==> config.mk <==
export PLATFORM = sky130hd
export DESIGN_NAME = gbp_ftq_flat
export DESIGN_NICKNAME = d
export VERILOG_FILES = /design/src/rtl/gbp_ftq_if.sv /design/src/rtl/gbp_ftq.sv /design/src/flat_wrapper.sv
export SDC_FILE = /design/constraint.sdc
export NUM_CORES = 1
export LEC_CHECK = 0
export BUFFER_PORTS_ARGS = -buffer_cell sky130_fd_sc_hd__buf_4
export CORE_UTILIZATION = 50
export DETAILED_ROUTE_END_ITERATION = 10
export GPL_TIMING_DRIVEN = 1
export PLACE_DENSITY = 0.73
export SLEW_MARGIN = 20
export SYNTH_ARGS = -nofsm -noshare
export SYNTH_HDL_FRONTEND = slang
export SYNTH_SLANG_ARGS = --single-unit
==> constraint.sdc <==
create_clock -name clk_i -period 3.8 [get_ports clk_i]
set_input_delay 0.57 -clock clk_i [delete_from_list [all_inputs] [get_ports clk_i]]
set_output_delay 0.57 -clock clk_i [all_outputs]
set_load 0.005 [all_outputs]
==> src/rtl/gbp_ftq_if.sv <==
// Interface bundling the frontend push, execute resolve, commit pop and predictor-update
// signals of the GBP fetch target queue; slave is the queue, master is the surrounding pipeline.
interface gbp_ftq_if #(
    parameter int unsigned VLEN = 32,
    parameter int unsigned IDXW = 6,
    parameter int unsigned IDW  = 4
);
    logic            flush_i;
    logic            debug_mode_i;
    logic            push_valid_i;
    logic            push_ready_o;
    logic [IDXW-1:0] push_index_i;
    logic            push_unaligned_i;
    logic [IDW-1:0]  push_id_o;
    logic            resolve_valid_i;
    logic [IDW-1:0]  resolve_id_i;
    logic [VLEN-1:0] resolve_pc_i;
    logic            resolve_taken_i;
    logic            resolve_mispredict_i;
    logic            commit_i;
    logic            update_valid_o;
    logic [VLEN-1:0] update_pc_o;
    logic            update_taken_o;
    logic [IDXW-1:0] update_index_o;
    logic            update_is_unaligned_o;
    logic [IDW-1:0]  count_o;

    modport slave (
        input  flush_i, debug_mode_i,
        input  push_valid_i, push_index_i, push_unaligned_i,
        output push_ready_o, push_id_o,
        input  resolve_valid_i, resolve_id_i, resolve_pc_i, resolve_taken_i, resolve_mispredict_i,
        input  commit_i,
        output update_valid_o, update_pc_o, update_taken_o, update_index_o, update_is_unaligned_o,
        output count_o
    );

    modport master (
        output flush_i, debug_mode_i,
        output push_valid_i, push_index_i, push_unaligned_i,
        input  push_ready_o, push_id_o,
        output resolve_valid_i, resolve_id_i, resolve_pc_i, resolve_taken_i, resolve_mispredict_i,
        output commit_i,
        input  update_valid_o, update_pc_o, update_taken_o, update_index_o, update_is_unaligned_o,
        input  count_o
    );
endinterface

==> src/rtl/gbp_ftq.sv <==
// Fetch target queue replaying stored global-predictor indices on branch resolve.
// Define GBP_FTQ_BYPASS_EN for combinational (0-cycle) update outputs; default is registered.
module gbp_ftq #(
    parameter int unsigned VLEN     = 32,
    parameter int unsigned IDXW     = 6,
    parameter bit          DEBUG_EN = 1'b1,
    parameter int unsigned DEPTH    = 8,
    parameter int unsigned IDW      = $clog2(DEPTH) + 1
) (
    input logic        clk_i,
    input logic        rst_ni,
    gbp_ftq_if.slave   bus
);
    localparam int unsigned SW = IDW - 1;
    localparam logic [IDW-1:0] ONE = IDW'(1);

    logic [IDW-1:0]  head_q, head_d, tail_q, tail_d;
    logic [DEPTH-1:0] valid_q, valid_d;
    logic [IDXW:0]   mem_q [DEPTH];

    logic [IDW-1:0]  count;
    logic [IDW-1:0]  resolveOff;
    logic [SW-1:0]   resolveSlot;
    logic            full, empty, mispredictReq, pushFire, resolveHit, doCommit, updateEn;

    assign count         = tail_q - head_q;
    assign full          = (head_q[SW-1:0] == tail_q[SW-1:0]) && (head_q[IDW-1] != tail_q[IDW-1]);
    assign empty         = (head_q == tail_q);
    assign mispredictReq = bus.resolve_valid_i && bus.resolve_mispredict_i;

    assign bus.push_ready_o = !full && !bus.flush_i && !mispredictReq;
    assign bus.push_id_o    = tail_q;
    assign bus.count_o      = count;
    assign pushFire         = bus.push_valid_i && bus.push_ready_o;

    // A resolve only counts when its id lies inside the live window [head, tail).
    assign resolveOff  = bus.resolve_id_i - head_q;
    assign resolveSlot = bus.resolve_id_i[SW-1:0];
    assign resolveHit  = bus.resolve_valid_i && !bus.flush_i && (resolveOff < count) && valid_q[resolveSlot];
    assign doCommit    = bus.commit_i && !empty && !bus.flush_i;
    assign updateEn    = resolveHit && !(DEBUG_EN && bus.debug_mode_i);

    always_comb begin
        head_d  = head_q;
        tail_d  = tail_q;
        valid_d = valid_q;
        if (bus.flush_i) begin
            head_d  = tail_q;
            valid_d = '0;
        end else begin
            // Mispredict rewinds tail just past the branch; everything younger is discarded.
            if (resolveHit && bus.resolve_mispredict_i) begin
                tail_d = bus.resolve_id_i + ONE;
                for (int i = 0; i < DEPTH; i++) begin
                    if (SW'(SW'(i) - head_q[SW-1:0]) > resolveOff[SW-1:0]) begin
                        valid_d[i] = 1'b0;
                    end
                end
            end
            if (doCommit) begin
                head_d = head_q + ONE;
                valid_d[head_q[SW-1:0]] = 1'b0;
            end
            if (pushFire) begin
                tail_d = tail_q + ONE;
                valid_d[tail_q[SW-1:0]] = 1'b1;
            end
        end
    end

    always_ff @(posedge clk_i or negedge rst_ni) begin
        if (!rst_ni) begin
            head_q  <= '0;
            tail_q  <= '0;
            valid_q <= '0;
        end else begin
            head_q  <= head_d;
            tail_q  <= tail_d;
            valid_q <= valid_d;
        end
    end

    always_ff @(posedge clk_i) begin
        if (pushFire) begin
            mem_q[tail_q[SW-1:0]] <= {bus.push_unaligned_i, bus.push_index_i};
        end
    end

`ifdef GBP_FTQ_BYPASS_EN
    assign bus.update_valid_o        = updateEn;
    assign bus.update_pc_o           = resolveHit ? bus.resolve_pc_i : '0;
    assign bus.update_taken_o        = resolveHit && bus.resolve_taken_i;
    assign bus.update_index_o        = resolveHit ? mem_q[resolveSlot][IDXW-1:0] : '0;
    assign bus.update_is_unaligned_o = resolveHit && mem_q[resolveSlot][IDXW];
`else
    logic            updateValid_q;
    logic [VLEN-1:0] updatePc_q;
    logic            updateTaken_q;
    logic [IDXW-1:0] updateIndex_q;
    logic            updateUnaligned_q;

    always_ff @(posedge clk_i or negedge rst_ni) begin
        if (!rst_ni) begin
            updateValid_q     <= 1'b0;
            updatePc_q        <= '0;
            updateTaken_q     <= 1'b0;
            updateIndex_q     <= '0;
            updateUnaligned_q <= 1'b0;
        end else begin
            updateValid_q <= updateEn;
            if (resolveHit) begin
                updatePc_q        <= bus.resolve_pc_i;
                updateTaken_q     <= bus.resolve_taken_i;
                updateIndex_q     <= mem_q[resolveSlot][IDXW-1:0];
                updateUnaligned_q <= mem_q[resolveSlot][IDXW];
            end
        end
    end

    assign bus.update_valid_o        = updateValid_q;
    assign bus.update_pc_o           = updatePc_q;
    assign bus.update_taken_o        = updateTaken_q;
    assign bus.update_index_o        = updateIndex_q;
    assign bus.update_is_unaligned_o = updateUnaligned_q;
`endif
endmodule
==> src/flat_wrapper.sv <==
// flat-port wrapper written by rule: the top's interface ports become plain ports
module gbp_ftq_flat 
#(
    parameter int unsigned VLEN     = 32,
    parameter int unsigned IDXW     = 6,
    parameter bit          DEBUG_EN = 1'b1,
    parameter int unsigned DEPTH    = 8,
    parameter int unsigned IDW      = $clog2(DEPTH) + 1
)
  (clk_i, rst_ni, bus_flush_i, bus_debug_mode_i, bus_push_valid_i, bus_push_index_i, bus_push_unaligned_i, bus_push_ready_o, bus_push_id_o, bus_resolve_valid_i, bus_resolve_id_i, bus_resolve_pc_i, bus_resolve_taken_i, bus_resolve_mispredict_i, bus_commit_i, bus_update_valid_o, bus_update_pc_o, bus_update_taken_o, bus_update_index_o, bus_update_is_unaligned_o, bus_count_o);
  gbp_ftq_if #(.VLEN(VLEN), .IDXW(IDXW), .IDW(IDW)) bus_i ();
  input logic clk_i;
  input logic rst_ni;
  input wire logic [$bits(bus_i.flush_i)-1:0] bus_flush_i;
  input wire logic [$bits(bus_i.debug_mode_i)-1:0] bus_debug_mode_i;
  input wire logic [$bits(bus_i.push_valid_i)-1:0] bus_push_valid_i;
  input wire logic [$bits(bus_i.push_index_i)-1:0] bus_push_index_i;
  input wire logic [$bits(bus_i.push_unaligned_i)-1:0] bus_push_unaligned_i;
  output wire logic [$bits(bus_i.push_ready_o)-1:0] bus_push_ready_o;
  output wire logic [$bits(bus_i.push_id_o)-1:0] bus_push_id_o;
  input wire logic [$bits(bus_i.resolve_valid_i)-1:0] bus_resolve_valid_i;
  input wire logic [$bits(bus_i.resolve_id_i)-1:0] bus_resolve_id_i;
  input wire logic [$bits(bus_i.resolve_pc_i)-1:0] bus_resolve_pc_i;
  input wire logic [$bits(bus_i.resolve_taken_i)-1:0] bus_resolve_taken_i;
  input wire logic [$bits(bus_i.resolve_mispredict_i)-1:0] bus_resolve_mispredict_i;
  input wire logic [$bits(bus_i.commit_i)-1:0] bus_commit_i;
  output wire logic [$bits(bus_i.update_valid_o)-1:0] bus_update_valid_o;
  output wire logic [$bits(bus_i.update_pc_o)-1:0] bus_update_pc_o;
  output wire logic [$bits(bus_i.update_taken_o)-1:0] bus_update_taken_o;
  output wire logic [$bits(bus_i.update_index_o)-1:0] bus_update_index_o;
  output wire logic [$bits(bus_i.update_is_unaligned_o)-1:0] bus_update_is_unaligned_o;
  output wire logic [$bits(bus_i.count_o)-1:0] bus_count_o;
  assign bus_i.flush_i = bus_flush_i;
  assign bus_i.debug_mode_i = bus_debug_mode_i;
  assign bus_i.push_valid_i = bus_push_valid_i;
  assign bus_i.push_index_i = bus_push_index_i;
  assign bus_i.push_unaligned_i = bus_push_unaligned_i;
  assign bus_push_ready_o = bus_i.push_ready_o;
  assign bus_push_id_o = bus_i.push_id_o;
  assign bus_i.resolve_valid_i = bus_resolve_valid_i;
  assign bus_i.resolve_id_i = bus_resolve_id_i;
  assign bus_i.resolve_pc_i = bus_resolve_pc_i;
  assign bus_i.resolve_taken_i = bus_resolve_taken_i;
  assign bus_i.resolve_mispredict_i = bus_resolve_mispredict_i;
  assign bus_i.commit_i = bus_commit_i;
  assign bus_update_valid_o = bus_i.update_valid_o;
  assign bus_update_pc_o = bus_i.update_pc_o;
  assign bus_update_taken_o = bus_i.update_taken_o;
  assign bus_update_index_o = bus_i.update_index_o;
  assign bus_update_is_unaligned_o = bus_i.update_is_unaligned_o;
  assign bus_count_o = bus_i.count_o;
  gbp_ftq #(.VLEN(VLEN), .IDXW(IDXW), .DEBUG_EN(DEBUG_EN), .DEPTH(DEPTH), .IDW(IDW)) u_core (.clk_i(clk_i), .rst_ni(rst_ni), .bus(bus_i));
endmodule
# [Word level (Yosys, flattened, before mapping)]
# Memory sizes are Yosys's and may differ from the RTL's. A register that Yosys moved wholly into a read port is not among the register bits.
# Index checks and enable logic that the tools add are counted.
[totals] reg_bits=50 ramBits=56 in_bits=52 output_inout_bits=50 word_cells=90 memories=1
[op_classes] addsub=13 n_lt_le_gt_ge=14 eq_ne=3 mux=26 bitwise=4 n_reduce_logical=23
[memory_table] memory="u_core.mem_q" words=8 word_bits=7 rd=1 rd_ports_with_merged_regs=1 wr=1 line_no="gbp_ftq.sv:19" text="logic [IDXW:0] mem_q [DEPTH];"
[op_table] operator="two-way mux 8 bit" count=6
[op_table] operator="> comparator 3 bit" count=8
[op_table] operator="two-way mux 4 bit" count=4
[op_table] operator="logical AND 1 bit" count=14
[op_table] operator="two-way mux 1 bit" count=13
[op_table] operator="adder 4 x 1 -> 4 bit (second input constant)" count=3
[op_table] operator="< comparator 3 x 4 -> 1 bit (second input constant)" count=3
[op_table] operator="subtractor 3 bit (first input constant)" count=4
[op_table] operator="AND 8 bit" count=1
[op_table] operator="NOT 8 bit" count=1
[op_table] operator="bitwise OR 8 bit" count=1
[op_table] operator="subtractor 4 bit" count=2
[op_table] operator="demux 1 bit (select 3 bit)" count=2
[op_table] operator=">= comparator 3 x 1 -> 1 bit (second input constant)" count=2
[op_table] operator="zero test 1 bit" count=6
[op_table] operator="subtractor 1 x 3 -> 3 bit (first input constant)" count=2
[op_table] operator="subtractor 2 x 3 -> 3 bit (first input constant)" count=2
[op_table] operator="equality test 4 bit" count=1
[op_table] operator="< comparator 4 bit" count=1
[op_table] operator="nonzero test 2 bit" count=2
[op_table] operator="binary-select mux 1 bit (select 3 bit)" count=1
[op_table] operator="equality test 3 bit" count=1
[op_table] operator="AND reduction 2 bit" count=1
[op_table] operator="!= test 1 bit" count=1
[op_table] operator="NOT 1 bit" count=1

# [Logic depth before layout (Yosys ltp)]
[depth] depth_word=13 mapped_depth=15 ltp_nobuf=12

# [Worst setup path before layout]
# OpenSTA, ideal clock, no wires.
[synth_timing] kind="input to register" start="input port bus_resolve_id_i[1]" end="register u_core.updatePc_q[24], in the netlist u_core.bus.update_pc_o[24]" setup_time_ps=125 t_arrival_ps=3358 required_ps=3675 slack_ps=318 cell_stages=12 path_buffers=4 cell_sequence="buf_6 > clkbuf_1 > buf_2 > inv_1 > fa_1 > inv_1 > ha_1 > a21oi_1 > a211oi_2 > nor3_4 > buf_4 > mux2_2"
[synth_via] elab_chain_cells=4 word_cells_on_any_way=6 classes_between="add/sub (1); order compare (1); mux (2); reduce/logical (2)"
[synth_lines] item="start: declaration" line_no="flat_wrapper.sv:22" text="input wire logic [$bits(bus_i.resolve_id_i)-1:0] bus_resolve_id_i;"
[synth_lines] item="subtractor 4 bit" line_no="gbp_ftq.sv:37" text="assign resolveOff = bus.resolve_id_i - head_q;"
[synth_lines] item="< comparator 4 bit" line_no="gbp_ftq.sv:39" text="assign resolveHit = bus.resolve_valid_i && !bus.flush_i && (resolveOff < count) && valid_q[resolveSlot];"
[synth_lines] item="logical AND 1 bit" line_no="gbp_ftq.sv:39"
[synth_lines] item="logical AND 1 bit *" line_no="gbp_ftq.sv:39"
[synth_lines] item="end signal: assignment" line_no="gbp_ftq.sv:112" text="updatePc_q <= bus.resolve_pc_i;"
[synth_lines] item="end: declaration" line_no="gbp_ftq.sv:97" text="logic [VLEN-1:0] updatePc_q;"
# Every way passes the cells marked *; elsewhere a longest branch is shown, timed or not. The select of a mux whose other input is x is not followed.
# A chain may end at the register's enable or synchronous reset.

# [Worst setup path after layout]
[layout_timing] start="register u_core.head_q[1]" end="register u_core.tail_q[2], in the netlist u_core.bus.push_id_o[2]"
[layout_via] elab_chain_cells=8 word_cells_on_any_way=15 classes_between="add/sub (2); order compare (1); eq/ne (1); mux (1); reduce/logical (10)"
[layout_lines] item="start: declaration" line_no="gbp_ftq.sv:17" text="logic [IDW-1:0] head_q, head_d, tail_q, tail_d;"
[layout_lines] item="start signal: assignment" line_no="gbp_ftq.sv:73" text="head_q <= '0;"
[layout_lines] item="start signal: assignment" line_no="gbp_ftq.sv:77" text="head_q <= head_d;"
[layout_lines] item="parallel branches: the longest is 8 deep, another holds subtractor 4 bit"
[layout_lines] item="end signal: assignment" line_no="gbp_ftq.sv:78" text="tail_q <= tail_d;"
[layout_lines] item="end: declaration" line_no="gbp_ftq.sv:17"
# Several ways; the timed one is not identified.

==> results.md <==
* Clock slew at reported path FFs at 60 ps
* Critical path data arrival time at 3750 ps
* Top_reg_cell synth: dfrtp_1
* Mapped Cells at around 380
* Cell depth of the worst flop-to-flop path at 13
* Area Overhead vs Synth at 28.0%
* Htree depth at 4
* Fin Setup TNS at 0 ps
* Final Worst Setup Slack at 432 ps
* Filler Cell Count at 748
* Global Route Usage Sum at 22.6%
* Antenna violations before repair at 0
* ANT cells at 0
* Clock Latency Late Sink at between 500 and 600 ps
* First DRT Iteration DRCs at 278
* Final core occ at 66.6%
* Die Y at approximately 110 µm
* # IOs at a little over 100
* Relative slew slack at 51.7%
* IO Port Bufs at 101
* Area post-placement at 0.00631 mm²
* Vias in the first global route at 3537
* Pre-antenna DRT Iters at 5
* Slowest cell on crit path: dfrtp_1
* Largest net degree at the start of global routing at just over 60
* Synth cell types at 55
* Status: completed
* Worst Setup SP: u_core.head_q[1]
* Root Buffer: clkbuf_8
* Nature of the critical path startpoint: flop
* Ys async rst share at 50.4%
* Cell Chain, Critical Path: inv_1 > ha_1 > nor2b_1 > o21ai_0 > nand2b_1 > xor2_1 > ha_1 > inv_1 > o311ai_2 > nor3_4 > buf_12 > and2_4 > a311o_1
* Syn_nets at ~460
* Routed WL per cell at 18.6 µm
* Worst Max-Slew Pin Slew at 724 ps
* Top achievable clock speed at 297 MHz
* Share of the yosys chip area belonging to registers at 57.3%
* CTS Hold Bufs at 0
* Chip width at 106 µm
* Critical Path End: u_core.bus.push_id_o[2]
* Final worst-path cycle share at 88.6%
* Post-synth EDFFs at 56
* RSZ-0062 raised after global routing: false
* Skew final at 8.15 ps
* Final setup viols at 0
* Pwr dens at 849 mW/mm²
* RD Place Congestion at about 0.90
* Worst hold path class: input port to async pin
* Clock sink count at 113
* Fin. max-slew vios at 0
* Peak supply drop at roughly 0.43 mV
* First-pass GRT wire length at 18900 µm
* Synth warn at 0
* Post-DRT Antenna Nets at 0
* Number of synthesized register bits at 113
* Final WL at 12000 µm
* Final Cell Area at roughly 0.007 mm²
* Crit-path max FO at 60
* Reg2reg start: u_core.head_q[1]
* Routed vias/inst at 5.60
* Leak at about 3 nW
* Synthesized area per cell at 14.2 µm²
* Initial Util at 52.0%
* Post-DP HPWL at 8090 µm
* Final #Nets at 575
* Hold Fails Final Rpt at 0
* CTS Buf Count at 17
* Layout cells sized above 1 at around 40%
* MaxCap Viol Count at 0
* Max stage delay on crit path at 540 ps
* Core ar. at 0.0104 mm²
* Critical path required time at 4180 ps
* Tmin final at 3370 ps
* Place WS at 352 ps
* Total number of vias at 3608
* Total global routing overflow at 0
* Crit end category: flop
* DRC Markers at 0
* Worst reg2reg path endpoint: u_core.bus.push_id_o[2]
* CTS tree: done
* Clk buf depth at 2
* Netlist Area Pre-Place at 0.00542 mm²
* Setup bufs post-CTS at 0
* Critical path class: flop to flop
* DIE AREA at 0.0113 mm²
* R2r setup slk at 430 ps
* FP Rows at 37
* PostCTS Resize Cnt at 0
[final cells by class]
| cell class | count | area (µm²) | share of cell area (%) |
|---|---|---|---|
| Clock buffer | 22 | 473 | 6.81 |
| Clock inverter | 10 | 155 | 2.24 |
| Timing Repair Buffer | 110 | 838 | 12.1 |
| Multi-Input combinational cell | 229 | 2110 | 30.4 |
| Inverter | 24 | 90.1 | 1.30 |
| Sequential cell | 113 | 3110 | 44.8 |
| Tap cell | 136 | 170 | 2.45 |
[placed cells by master (no fill, tap or decap), types with 5 or more instances in the layout]
master / synthesis / final
clkbuf_8: 0 / 5
mux4_2: 14 / 14
o21ai_0: 9 / 9
a21o_1: 5 / 5
mux2_2: 33 / 33
edfxtp_1: 56 / 56
nand3_1: 11 / 11
ha_1: 26 / 26
nor2_1: 17 / 17
dfrtp_1: 57 / 57
buf_4: 3 / 109
inv_1: 23 / 23
clkbuf_16: 0 / 16
xnor2_1: 5 / 5
nand2_1: 17 / 17
a21oi_1: 23 / 23
mux2i_1: 10 / 10
[flip-flops by register name (all words and copies together) (netlist names)]
signal / cells
u_core.bus.push_id_o: 4
u_core.bus.update_index_o: 6
u_core.bus.update_is_unaligned_o: 1
u_core.bus.update_pc_o: 32
u_core.bus.update_taken_o: 1
u_core.bus.update_valid_o: 1
u_core.head_q: 4
u_core.mem_q: 56
u_core.valid_q: 8
[where the power goes]
group	total, mW	internal, mW	leakage (nW)	switching, mW
logic	2.42	1.22	1.48	1.20
clock network	1.65	1.13	0.308	0.520
registers	1.83	1.60	1.21	0.233
total	5.90	3.94	3.00	1.96
[kinds of logic (layout without fill, tap and decap cells)]
logic type,count (synthesis),in the layout,share of synthesized area [%]
compound gates,67,67,9.09
xor+xnor,11,11,2.05
fa+ha+maj,28,28,6.74
buf+inv,41,166,3.81
flops,113,113,57.3
mux,59,59,15.1
simple gates,64,64,5.91
[routing by layer]
metal	vias to the layer above	routed length (µm)	global-route usage [%]	part of all wire [%]
met5	-	0	0	0
met4	0	337	10.0	2.8
met3	28	630	5.03	5.3
met2	139	6010	36.3	50
met1	1786	5010	29.5	42
li1	1655	-	-	-
[cell usage after synthesis (3+ instances only)]
library cell,number,area [µm²]
dfrtp_1,57,1430
edfxtp_1,56,1680
mux2_2,33,372
ha_1,26,325
a21oi_1,23,115
inv_1,23,86.3
nand2_1,17,63.8
nor2_1,17,63.8
mux4_2,14,315
nand3_1,11,55.1
mux2i_1,10,100
o21ai_0,9,45.0
clkbuf_1,6,22.5
a21o_1,5,37.5
buf_6,5,56.3
xnor2_1,5,43.8
a41o_1,4,40.0
nand2b_1,4,25.0
xor2_1,4,35.0
a21boi_0,3,22.5
a221oi_1,3,26.3
buf_2,3,15.0
buf_4,3,22.5
nand4_1,3,18.8
nor4_1,3,18.8
[per-stage QoR]
| stage | std cells | power, mW | hold slack (ps) |
|---|---|---|---|
| 6_report | 644 | 5.90 | 107 |
| 5_1_grt | 644 | 6.27 | 164 |
| 4_1_cts | 644 | 5.92 | 145 |
| 3_5_place_dp | 612 | 4.25 | 497 |
| 3_3_place_gp | 612 | 4.18 | 490 |
| 2_1_floorplan | 383 | 3.32 | 274 |
[critical path: cells and delay by family (launching register included)]
family / cells / cell delay, ps
compound gates: 3 / 840
fa+ha+maj: 2 / 650
flops: 1 / 540
buf+inv: 3 / 520
simple gates: 4 / 510
xor+xnor: 1 / 170
[worst min-delay path by stage]
stage	end	slack [ps]
finish	u_core.bus.update_pc_o[7]	110
global route	u_core.bus.update_pc_o[7]	160
floorplan	u_core.bus.push_id_o[0]	270
global placement	u_core.bus.update_pc_o[6]	490
detailed placement	u_core.bus.update_pc_o[12]	500
CTS	u_core.bus.update_pc_o[7]	140
No activity file was read; power rests on OpenSTA's default activity.
